--- src/rtl/piece_queue_ctrl.sv ---
// piece_queue_ctrl
//   Holds the queue of upcoming pieces for the game controller. The queue
//   asks the piece generator for candidates while it has room. It keeps
//   accepted pieces in a circular FIFO, and it shows the head piece and
//   the piece after it to the game.
//
//   Optional feature macro: PIECE_BAG_EN
//     When it is defined, dealing follows the 7-bag rule. A piece that was
//     already dealt in the current bag is discarded. When the seventh
//     distinct piece is accepted, the bag mask is cleared.
//     When it is undefined, bag_mask is tied to 0 and no bag logic exists.
//
// Ports
//   clk           in   system clock, rising edge
//   reset         in   synchronous active-high reset
//   gen_enable    out  request a new candidate from the generator
//   gen_ready     in   generator candidate valid this cycle
//   gen_piece     in   candidate code 0..6 (7 = invalid)
//   take          in   game controller pops the head piece
//   next_valid    out  queue is non-empty
//   next_piece    out  head entry (0 when empty)
//   preview_piece out  second entry (0 when fewer than two entries)
//   count         out  occupancy 0..DEPTH
//   reject_count  out  saturating count of discarded candidates
//   bag_mask      out  pieces dealt in the current bag
module piece_queue_ctrl #(
  parameter int DEPTH = 4
) (
  input  logic       clk,
  input  logic       reset,
  output logic       gen_enable,
  input  logic       gen_ready,
  input  logic [2:0] gen_piece,
  input  logic       take,
  output logic       next_valid,
  output logic [2:0] next_piece,
  output logic [2:0] preview_piece,
  output logic [3:0] count,
  output logic [7:0] reject_count,
  output logic [6:0] bag_mask
);

  localparam int            PW      = $clog2(DEPTH);
  localparam logic [3:0]    DEPTH_C = 4'(DEPTH);
  localparam logic [PW-1:0] LAST_C  = PW'(DEPTH - 1);

  typedef enum logic {
    FILL = 1'b0,
    HOLD = 1'b1
  } state_e;

  state_e        state_q, state_d;
  logic [2:0]    fifo_q [DEPTH];
  logic [PW-1:0] rd_ptr_q, rd_ptr_d;
  logic [PW-1:0] wr_ptr_q, wr_ptr_d;
  logic [PW-1:0] rd_next;
  logic [3:0]    count_q, count_d;
  logic [7:0]    rej_q, rej_d;

  logic offered;
  logic piece_legal;
  logic accept;
  logic reject_c;
  logic take_ok;

  // Pointer increment that wraps at DEPTH. DEPTH need not be a power of two.
  function automatic logic [PW-1:0] ptr_inc(input logic [PW-1:0] p);
    return (p == LAST_C) ? '0 : p + PW'(1);
  endfunction

  // A candidate only counts as offered while gen_enable is high. This
  // filters out gen_ready during reset and in HOLD.
  assign offered  = gen_enable && gen_ready;
  assign accept   = offered && piece_legal;
  assign reject_c = offered && !piece_legal;
  assign take_ok  = take && (count_q != 4'd0);
  assign rd_next  = ptr_inc(rd_ptr_q);

`ifdef PIECE_BAG_EN
  logic [6:0] bag_q, bag_d;
  logic [6:0] piece_oh;
  logic [6:0] bag_set;

  // Code 7 shifts the one-hot value out of range, so piece_oh becomes 0.
  // Code 7 is already rejected by the legality test below.
  assign piece_oh    = 7'd1 << gen_piece;
  assign piece_legal = (gen_piece != 3'd7) && ((bag_q & piece_oh) == 7'd0);

  // Next bag mask: mark the accepted piece. When the bag fills, start a
  // new bag in the same update.
  always_comb begin
    bag_d   = bag_q;
    bag_set = bag_q | piece_oh;
    if (accept) begin
      if (bag_set == 7'h7F) begin
        bag_d = 7'd0;
      end else begin
        bag_d = bag_set;
      end
    end else begin
      bag_d = bag_q;
    end
  end

  // Bag mask register
  always_ff @(posedge clk) begin
    if (reset) begin
      bag_q <= 7'd0;
    end else begin
      bag_q <= bag_d;
    end
  end

  assign bag_mask = bag_q;
`else
  assign piece_legal = (gen_piece != 3'd7);
  assign bag_mask    = 7'd0;
`endif

  // Next-state logic for the pointers, the occupancy and the reject counter
  always_comb begin
    rd_ptr_d = rd_ptr_q;
    wr_ptr_d = wr_ptr_q;
    count_d  = count_q;
    rej_d    = rej_q;
    if (accept) begin
      wr_ptr_d = ptr_inc(wr_ptr_q);
    end else begin
      wr_ptr_d = wr_ptr_q;
    end
    if (take_ok) begin
      rd_ptr_d = rd_next;
    end else begin
      rd_ptr_d = rd_ptr_q;
    end
    case ({accept, take_ok})
      2'b10:   count_d = count_q + 4'd1;
      2'b01:   count_d = count_q - 4'd1;
      default: count_d = count_q;
    endcase
    if (reject_c && (rej_q != 8'hFF)) begin
      rej_d = rej_q + 8'd1;
    end else begin
      rej_d = rej_q;
    end
  end

  // FSM next state and the generator request. Reset forces the request low.
  always_comb begin
    state_d    = state_q;
    gen_enable = (state_q == FILL) && !reset;
    case (state_q)
      FILL: begin
        if (count_d == DEPTH_C) begin
          state_d = HOLD;
        end else begin
          state_d = FILL;
        end
      end
      HOLD: begin
        if (take) begin
          state_d = FILL;
        end else begin
          state_d = HOLD;
        end
      end
      default: state_d = FILL;
    endcase
  end

  // State, pointer and counter registers
  always_ff @(posedge clk) begin
    if (reset) begin
      state_q  <= FILL;
      rd_ptr_q <= '0;
      wr_ptr_q <= '0;
      count_q  <= 4'd0;
      rej_q    <= 8'd0;
    end else begin
      state_q  <= state_d;
      rd_ptr_q <= rd_ptr_d;
      wr_ptr_q <= wr_ptr_d;
      count_q  <= count_d;
      rej_q    <= rej_d;
    end
  end

  // FIFO storage: write an accepted piece at the tail
  always_ff @(posedge clk) begin
    if (reset) begin
      for (int i = 0; i < DEPTH; i++) begin
        fifo_q[i] <= 3'd0;
      end
    end else if (accept) begin
      fifo_q[wr_ptr_q] <= gen_piece;
    end else begin
      fifo_q[wr_ptr_q] <= fifo_q[wr_ptr_q];
    end
  end

  // The outputs depend only on registered state. Entries past the current
  // count may be stale, so those outputs are gated to 0.
  assign next_valid    = (count_q != 4'd0);
  assign next_piece    = next_valid ? fifo_q[rd_ptr_q] : 3'd0;
  assign preview_piece = (count_q >= 4'd2) ? fifo_q[rd_next] : 3'd0;
  assign count         = count_q;
  assign reject_count  = rej_q;

endmodule

--- config.mk ---
export PLATFORM = sky130hd
export DESIGN_NAME = piece_queue_ctrl
export DESIGN_NICKNAME = d
export VERILOG_FILES = /design/src/rtl/piece_queue_ctrl.sv
export SDC_FILE = /design/constraint.sdc
export NUM_CORES = 1
export LEC_CHECK = 0
export CAP_MARGIN = 20
export CORE_MARGIN = 2
export CORE_UTILIZATION = 25
export DETAILED_ROUTE_END_ITERATION = 16
export PLACE_DENSITY_LB_ADDON = 0.3
export SYNTH_ARGS = -nofsm -noshare
export SYNTH_HDL_FRONTEND = slang
export SYNTH_SLANG_ARGS = --single-unit
--- constraint.sdc ---
create_clock -name clk -period 2.55 [get_ports clk]
set_clock_uncertainty 0.05 [all_clocks]
set_input_delay 0.255 -clock clk [delete_from_list [all_inputs] [get_ports clk]]
set_output_delay 0.255 -clock clk [all_outputs]
set_load 0.05 [all_outputs]
==> metrics.md, run 1 <==
| Metric | Value |
|---|---|
| Placed Area | `2150 µm²` |
| CP Class | `reg2reg` |
| Design area | `2330 µm²` |
| Remaining DRCs | `0` |
| CP max stage cell | `or4_4` |
| Starting Density | `25.5%` |
| CP startpoint kind | `flip-flop` |
| Maximum fanout along the worst path | `4` |
| Clk sinks | `31` |
| Number of synthesized flops with an enable pin | `12` |
| GRT Util Overall | `9.66%` |
| Antenna violations before repair | `0` |
| Asr flop ratio synth | `0%` |
| Clock root buffer master | `clkbuf_8` |
| Yosys warns | `0` |
| Placer Congestion | `0.741` |
| Nets | `224` |
| Final slew viol count | `0` |
| Clock share of power | `19.8%` |
| Hold crit path type | `reg2reg` |
| Layout area overhead | `36.4%` |
| Critical Path AT | `2.68 ns` |
| Flop pwr share | `25.5%` |
| Synthesized instance count | `168` |
| Crit end category | `flip-flop` |
| Antenna cells | `0` |
| Syn Area/Cell | `10.2 µm²` |
| I/O pin cnt | `34` |
| Die Y | `86.6 µm` |
| Routed vias/inst | `4.38` |
| Antenna-violating nets left | `0` |
| DRT Pass-1 Iters | `4` |
| Final Hold Viols | `0` |
| CTS tree | `yes` |
| Cell area after synthesis | `1710 µm²` |
| Die X | `86.6 µm` |
| Cell repeated most along the worst path | `ha_4` |
| Cell Pwr Density | `1080 nW/µm²` |
| Reg2reg path depth | `10` |
| Unrepaired setup endpoints after global routing | `true` |
| Port Buffers | `26` |
| Final HPWL DP | `2.72 mm` |
| CTS max path bufs | `2` |
| Min-Delay Path Depth | `2` |
| CTS clk-pin slew, worst paths | `0.07 ns` |
| R2R Setup Slk | `0.04 ns` |
| Starting DRC count in detailed routing | `50` |
| Pleak | `0.928 nW` |
| Period minus WS final | `2.51 ns` |
| Gate power share | `54.7%` |
| Slew margin rel. | `66.2%` |
| Die area | `7500 µm²` |
| Worst path required time | `2.72 ns` |
| TritonCTS buffer count | `5` |
| Seq/Total Area, Yosys | `43.4%` |
| Via count | `1280` |
| Max-cap violation count | `0` |
| Worst skew pair latency | `0.27 ns` |
| Unique masters post-synth | `42` |
| Fillers | `687` |
| Achievable clock frequency | `398 MHz` |
| Worst-margin pin slew | `0.505 ns` |
| Global route overflow | `0` |
| Setup violators final | `0` |
| Synth Flop Type | `dfxtp_1` |
| FF+latch count, synth | `31` |
| Psw | `1.02 mW` |
| Row cnt | `30` |
| Total core area | `6680 µm²` |
| Share of cells above drive strength 1 | `25.9%` |
| First-pass GRT wire length | `5.70 mm` |
| Fin Hold WS | `0.444 ns` |
| Cell internal pwr | `1.49 mW` |
| CP cell instances | `or4_4, nand2_4, inv_4, ha_4, xor2_4, ha_4, nor4b_4, nor2_1, o41ai_1, nor2b_1` |
| Fin crit share | `98.6%` |
| Largest net degree at the start of global routing | `23` |
| Total routed wirelength | `3.57 mm` |
| Worst path max stage delay | `0.53 ns` |
| Vias in the first global route | `1204` |
| Worst vdd ir | `0.299 mV` |
| Status | `finished clean` |
| CTS H-tree depth | `2` |
| Sw Share | `40.7%` |
| Routed wire per std cell | `12.2 µm` |
## cells by family after synthesis
kind of cell             count (synthesis)  share of synthesized area [%]
AO/OA/AOI/OAI                           17                           7.84
XOR/XNOR                                 9                           4.62
adder cells (fa/ha/maj)                  6                           4.40
buffers and inverters                   20                           6.67
flip-flops                              31                           43.4
multiplexers                             9                           9.68
other                                    1                          0.220
AND/OR/NAND/NOR                         75                           23.2
## Yosys cell counts (3+ instances only)
master	count	share of area, %
nor2_1	25	5.5
dfxtp_1	19	22
nand2_1	14	3.1
edfxtp_1	12	21
xor2_1	9	4.6
buf_4	8	3.5
nor2b_1	7	2.6
a21oi_1	6	1.8
ha_1	6	4.4
inv_1	6	1.3
mux4_2	6	7.9
nand3_1	5	1.5
nor3_1	5	1.5
and2_1	3	1.1
clkbuf_1	3	0.66
mux2i_1	3	1.8
## area by class of cell
type                            count  area (µm²)  area share, %
Sequential cell                    31         746           32.0
Multi-Input combinational cell    123         957           41.1
Clock inverter                      2        35.0           1.51
Clock buffer                        6        82.6           3.55
Inverter                            7        28.8           1.24
Timing Repair Buffer               43         378           16.2
Tap cell                           80         100           4.30
## cells in the final DEF, fill, tap and decap left out, drive strengths merged, types with 2 or more instances in the layout
master	instances
buf	21
nor3	7
mux2i	3
o21ai	2
clkdlybuf4s50	22
nor2	25
a21oi	6
nand2	14
clkbuf	6
and2	3
xor2	9
o21bai	2
ha	6
edfxtp	12
nor2b	7
nand2b	2
mux4	6
nand3	5
nor4b	2
dfxtp	19
conb	7
inv	7
nand4	2
## worst max-delay path, delay by kind of cell (launching register included)
kind / cells / cell delay (ns)
AND/OR/NAND/NOR: 5 / 1.10
adder cells (fa/ha/maj): 2 / 0.42
flip-flops: 1 / 0.34
AO/OA/AOI/OAI: 1 / 0.33
XOR/XNOR: 1 / 0.16
buffers and inverters: 1 / 0.05
## path summary, 6_finish.rpt
path                             endpoint   startpoint
worst max-delay path              state_q     count[1]
worst min-delay path            flip-flop  rd_ptr_q[1]
worst max register to register    state_q     count[1]
worst min register to register  flip-flop  rd_ptr_q[1]
## through the flow
step	TNS (ns)	utilization, %	cells	power, mW	worst slack, ns
3_3_place_gp	-0.389	32.2	283	1.94	-0.232
2_1_floorplan	-0.201	-	174	1.56	-0.201
3_5_place_dp	-0.603	32.2	283	1.94	-0.353
4_1_cts	0	34.0	291	2.45	0.00122
5_1_grt	-0.0628	34.8	292	2.66	-0.0628
6_report	0	34.8	292	2.52	0.0359
## sequential cells by signal, indices dropped and copies added, names as in the netlist, named ones only
| register | cells |
|---|---|
| count | 4 |
| fifo_q | 12 |
| rd_ptr_q | 2 |
| reject_count | 8 |
| state_q | 1 |
| wr_ptr_q | 2 |
## power by group through the flow
stage	Sequential, mW	Combinational, mW	Clock, mW
CTS	0.644	1.29	0.512
finish	0.642	1.38	0.498
floorplan	0.742	0.813	0
detailed placement	0.654	1.29	0
global placement	0.654	1.29	0
global route	0.655	1.48	0.529
## repair_timing
item | CTS | global route
hold buffers | 0 | 0
pin swaps | 0 | 6
gates resized for setup | 1 | 7
hold endpoints to repair | 0 | 0
setup buffers | 0 | 1
setup endpoints to repair | 1 | 1
## metal layers
metal | vias up | GRT usage, % | part of all wire, %
met2 | 20 | 15.7 | 49
met1 | 600 | 12.6 | 46
met4 | 0 | 2.98 | 0.64
li1 | 658 | - | -
met3 | 2 | 2.57 | 3.4
met5 | - | 0 | 0
Note: power is estimated with default switching activity, not from simulation.
==> run 2: changes to the inputs <==
--- a/config.mk
+++ b/config.mk
@@ -6,6 +6,8 @@
 export NUM_CORES = 1
 export LEC_CHECK = 0
 export CAP_MARGIN = 20
+export CELL_PAD_IN_SITES_DETAIL_PLACEMENT = 0
+export CELL_PAD_IN_SITES_GLOBAL_PLACEMENT = 1
 export CORE_MARGIN = 2
 export CORE_UTILIZATION = 25
 export DETAILED_ROUTE_END_ITERATION = 16
==> metrics.md, run 2 (same netlist as run 1, synthesis figures left out) <==
| Metric | Value |
|---|---|
| Setup violators final | `1` |
| Final WS setup | `-0.00677 ns` |
| Global route overflow | `0` |
| Largest net degree at the start of global routing | `23` |
| Starting Density | `25.5%` |
| Cell internal pwr | `1.38 mW` |
| CP startpoint kind | `flip-flop` |
| Share of cells above drive strength 1 | `25.9%` |
| DRT Pass-1 Iters | `4` |
| Worst vdd ir | `0.256 mV` |
| Crit end category | `flip-flop` |
| Failing checks | `setup timing` |
| Nets | `224` |
| Critical Path AT | `2.73 ns` |
| Starting DRC count in detailed routing | `19` |
| CTS clk-pin slew, worst paths | `0.06 ns` |
| Unrepaired setup endpoints after global routing | `true` |
| Port Buffers | `26` |
| Final slew viol count | `0` |
| Worst-margin pin slew | `0.505 ns` |
| Met1 Track Usage GR | `13.5%` |
| Final HPWL DP | `2.81 mm` |
| Layout area overhead | `35.0%` |
| Antenna violations before repair | `0` |
| Max FFs per register | `12` |
| Hold crit path type | `in2reg` |
| Achievable clock frequency | `391 MHz` |
| CP Class | `reg2reg` |
| Flop pwr share | `26.6%` |
| Placer Congestion | `0.742` |
| Antenna cells | `0` |
| Commonest non-fill, non-tap cells in the layout | `nor2_1 (24), buf_4 (20), clkdlybuf4s50_1 (18), dfxtp_1 (17), nand2_1 (13)` |
| Die Y | `86.6 µm` |
| Period minus WS final | `2.56 ns` |
| GRT Util Overall | `10.9%` |
| Sw Share | `42.8%` |
| Routed vias/inst | `4.45` |
| CTS max path bufs | `2` |
| Final Hold Viols | `0` |
| Max-cap violation count | `0` |
| Commonest non-fill, non-tap cell in the layout | `nor2_1` |
| Placed cell count | `282` |
| Fin crit share | `100%` |
| Maximum fanout along the worst path | `3` |
| GR Layer Usage met3 | `2.67%` |
| Clk sinks | `31` |
| Antenna-violating nets left | `0` |
| Routed wire per std cell | `12.9 µm` |
| Psw | `1.03 mW` |
| Vias in the first global route | `1337` |
| Status | `finished with violations` |
| First-pass GRT wire length | `6.31 mm` |
| Remaining DRCs | `0` |
| Die X | `86.6 µm` |
| Gate power share | `58.0%` |
| Largest reg by FF count | `fifo_q` |
| Clock root buffer master | `clkbuf_8` |
| Worst skew pair latency | `0.28 ns` |
| I/O pin cnt | `34` |
| Busiest layer in global routing | `met2` |
| Hold-fix buffer count after cts | `0` |
| Worst path required time | `2.72 ns` |
| Final Non-Filler Cells | `292` |
| CTS H-tree depth | `2` |
| Clock share of power | `15.4%` |
| Via count | `1299` |
| Slew margin rel. | `66.3%` |
| Met2 usage | `18.3%` |
| Cell Pwr Density | `1050 nW/µm²` |
| Die area | `7500 µm²` |
| TritonCTS buffer count | `5` |
| Total routed wirelength | `3.76 mm` |
| Pleak | `0.971 nW` |
| Total core area | `6680 µm²` |
| Placement Setup Slack | `-0.312 ns` |
| Row cnt | `30` |
| CTS tree | `yes` |
## run 2: worst max-delay path, stage by stage (launching register included)
cell,delay (ns)
dfxtp_4,0.34
or4_4,0.53
nand2_4,0.11
inv_4,0.05
ha_4,0.16
xor2_2,0.20
ha_4,0.25
nor4b_2,0.24
nor2_1,0.08
o41ai_2,0.32
nor2b_2,0.17
## run 2: timing repair
item | 4_1_cts | 5_1_grt
gates cloned | 0 | 0
endpoints found under the hold margin | 0 | 0
setup endpoints to repair | 1 | 2
buffers inserted | 0 | 2
gates resized for setup | 3 | 9
pin swaps | 0 | 7
## run 2: layer usage
layer | vias up | part of all wire [%]
li1 | 653 | -
met1 | 617 | 45
met2 | 24 | 51
met3 | 5 | 3.0
met4 | 0 | 1.3
met5 | - | 0
## run 2: final timing paths
check	startpoint	endpoint	slack, ns	depth (start not counted)
max	count[1]	state_q	-0.007	10
min	reset	count[1]	0.44	3
max reg2reg	count[1]	state_q	-0.007	10
min reg2reg	rd_ptr_q[1]	rd_ptr_q[1]	0.44	2
## run 2: cell type report
class / count / area, µm²
Clock buffer: 5 / 68.8
Multi-Input combinational cell: 123 / 945
Fill cell: 690 / 4380
Inverter: 7 / 28.8
Timing Repair Buffer: 43 / 400
Sequential cell: 31 / 746
Tap cell: 80 / 100
Clock inverter: 3 / 15.0
## run 2: power by group through the flow
stage / Combinational [mW] / Clock [mW] / Sequential, mW
5_1_grt: 1.51 / 0.411 / 0.654
3_5_place_dp: 1.31 / 0 / 0.653
2_1_floorplan: 0.813 / 0 / 0.742
3_3_place_gp: 1.31 / 0 / 0.655
4_1_cts: 1.32 / 0.388 / 0.644
6_report: 1.40 / 0.370 / 0.642
## run 2: per-stage QoR
stage            TNS (ns)  area, µm²  total power, mW  hold slack, ns  util [%]
2_1_floorplan      -0.201       1770             1.56           0.277         -
6_report         -0.00677       2300             2.41           0.444      34.5
3_5_place_dp       -0.619       2150             1.96           0.429      32.2
4_1_cts        -0.0000815       2250             2.35           0.443      33.7
3_3_place_gp       -0.561       2150             1.96           0.430      32.2
5_1_grt            -0.138       2300             2.57           0.446      34.5
==> run 3: changes to the inputs <==
==> constraint.sdc (replaced) <==
create_clock -name clk -period 2.55 [get_ports clk]
set_clock_uncertainty 0.05 [all_clocks]
set_input_delay 0.255 -clock clk [delete_from_list [all_inputs] [get_ports clk]]
set_output_delay 0.255 -clock clk [all_outputs]
set_load 0.1 [all_outputs]
==> metrics.md, run 3 (same netlist as run 1, synthesis figures left out) <==
| Metric | Value |
|---|---|
| Vias in the first global route | `1292` |
| Antenna-violating nets left | `0` |
| DRT Pass-1 Iters | `4` |
| Routed wire per std cell | `12.9 µm` |
| CTS clk-pin slew, worst paths | `0.07 ns` |
| Clk sinks | `31` |
| Layout area overhead | `35.1%` |
| Commonest non-fill, non-tap cells in the layout | `buf_4 (31), nor2_1 (23), dfxtp_1 (15), nand2_1 (13), edfxtp_1 (12)` |
| I/O pin cnt | `34` |
| First-pass GRT wire length | `6.30 mm` |
| Antenna cells | `0` |
| Maximum fanout along the worst path | `4` |
| Placed Area | `2160 µm²` |
| Total power | `2.85 mW` |
| Worst r2r dst | `state_q` |
| CTS H-tree depth | `2` |
| CP Class | `reg2reg` |
| Achievable clock frequency | `397 MHz` |
| Hold-fix buffer count after cts | `0` |
| CP startpoint kind | `flip-flop` |
| TritonCTS buffer count | `5` |
| Fin Hold WS | `0.438 ns` |
| CP cell instances | `or4_4, nand2_4, inv_4, ha_4, xor2_1, ha_2, nor4b_4, nor2_2, o41ai_2, nor2b_1` |
| Period minus WS final | `2.52 ns` |
| Unrepaired setup endpoints after global routing | `true` |
| Largest net degree at the start of global routing | `23` |
| Total routed wirelength | `3.75 mm` |
| Max-cap violation count | `0` |
| Starting DRC count in detailed routing | `49` |
| Remaining DRCs | `0` |
| Max FFs per register | `12` |
| Share of cells above drive strength 1 | `35.2%` |
| Placement Setup Slack | `-0.361 ns` |
| Critical Path AT | `2.69 ns` |
| CTS tree | `yes` |
| Hold crit path type | `in2reg` |
| R2R Setup Slk | `0.03 ns` |
| Status | `finished clean` |
| Reg2reg path depth | `10` |
| Via count | `1300` |
| Nets | `222` |
| Min-Delay Startpoint | `reset` |
| Worst path required time | `2.73 ns` |
| Global route overflow | `0` |
| Die X | `86.6 µm` |
| Final WS setup | `0.0323 ns` |
| CP max stage cell | `or4_4` |
| Starting Density | `25.5%` |
| Antenna violations before repair | `0` |
| FF/Latch Area | `751 µm²` |
| Port Buffers | `26` |
| Multi-input logic area | `943 µm²` |
| Crit end category | `flip-flop` |
| GRT Util Overall | `10.8%` |
| Final HPWL DP | `2.79 mm` |
| Worst path max stage delay | `0.55 ns` |
| Slew margin rel. | `59.4%` |
| CTS max path bufs | `2` |
| Final slew viol count | `0` |
| Crit Reg-Reg Startpoint | `count[1]` |
| Fin crit share | `98.7%` |
| Commonest non-fill, non-tap cell in the layout | `buf_4` |
| WHS Endpoint | `count[2]` |
| Setup violators final | `0` |
| Clock root buffer master | `clkbuf_8` |
| Pleak | `0.975 nW` |
| Largest reg by FF count | `fifo_q` |
| Total core area | `6680 µm²` |
| Fillers | `668` |
| Worst-margin pin slew | `0.605 ns` |
| Final Hold Viols | `0` |
| Placer Congestion | `0.764` |
| Worst skew pair latency | `0.28 ns` |
| Worst vdd ir | `0.385 mV` |
| Die area | `7500 µm²` |
| Die Y | `86.6 µm` |
| Design area | `2310 µm²` |
| Min-Delay Path Depth | `3` |
| Routed vias/inst | `4.48` |
| Cell Pwr Density | `1240 nW/µm²` |
| Row cnt | `30` |
[run 3: cell types whose count changed in the layout (fill, tap and decap cells not counted), moves of 2 or more]
cell,previous run,this run
clkdlybuf4s50_1,18,5
buf_4,20,31
nor2b_1,5,3
nor2b_2,1,3
buf_12,1,4
dfxtp_1,17,15
dlymetal6s2s_1,4,1
[run 3: cell type report]
class / instances / area share [%]
multi-input combinational: 123 / 40.9
clock inverter: 3 / 1.68
inverter: 7 / 1.25
timing repair buffer: 41 / 16.3
tap: 80 / 4.34
sequential: 31 / 32.6
clock buffer: 5 / 2.98
[run 3: how the worst max path moves through the flow]
stage,start,end,slack [ns],cells past startpoint
after detailed placement,reset,state_q,-0.36,11
after global placement,reset,state_q,-0.26,11
after floorplan,count[1],state_q,-0.31,11
after CTS,count[0],state_q,-0.04,10
final,count[1],state_q,0.03,10
after global routing,count[1],state_q,-0.11,10
[run 3: per-layer routing]
metal / vias up / share of wire [%] / wire, µm / GRT usage (%)
met2: 24 / 50 / 1880 / 18.0
met3: 5 / 3.1 / 115 / 2.10
met1: 617 / 45 / 1690 / 13.7
li1: 654 / - / - / -
met4: 0 / 1.5 / 58 / 4.69
met5: - / 0 / 0 / 0
[run 3: repair_timing]
item,in CTS,in global routing
pin swaps,0,1
endpoints found under the setup margin,1,3
setup buffers,0,1
resized for setup,1,6
cloned,0,0
[run 3: worst max-delay path, delay by kind of cell, from the launching register on]
kind,cells,cell delay [ns]
AND/OR/NAND/NOR,5,1.15
AO/OA/AOI/OAI,1,0.28
XOR/XNOR,1,0.14
buffers and inverters,1,0.05
flip-flops,1,0.34
adder cells (fa/ha/maj),2,0.47
[run 3: power breakdown]
part	internal, mW	switching (mW)
logic	0.583	1.14
clock network	0.286	0.196
registers	0.594	0.0587
total	1.46	1.39
[run 3: through the flow]
step                      TNS, ns  instances  utilization (%)
after global routing       -0.111        290             34.5
after detailed placement   -0.552        281             32.3
final                           0        290             34.5
after CTS                 -0.0406        289             34.0
after floorplan            -0.462        174                -
after global placement     -0.449        281             32.3
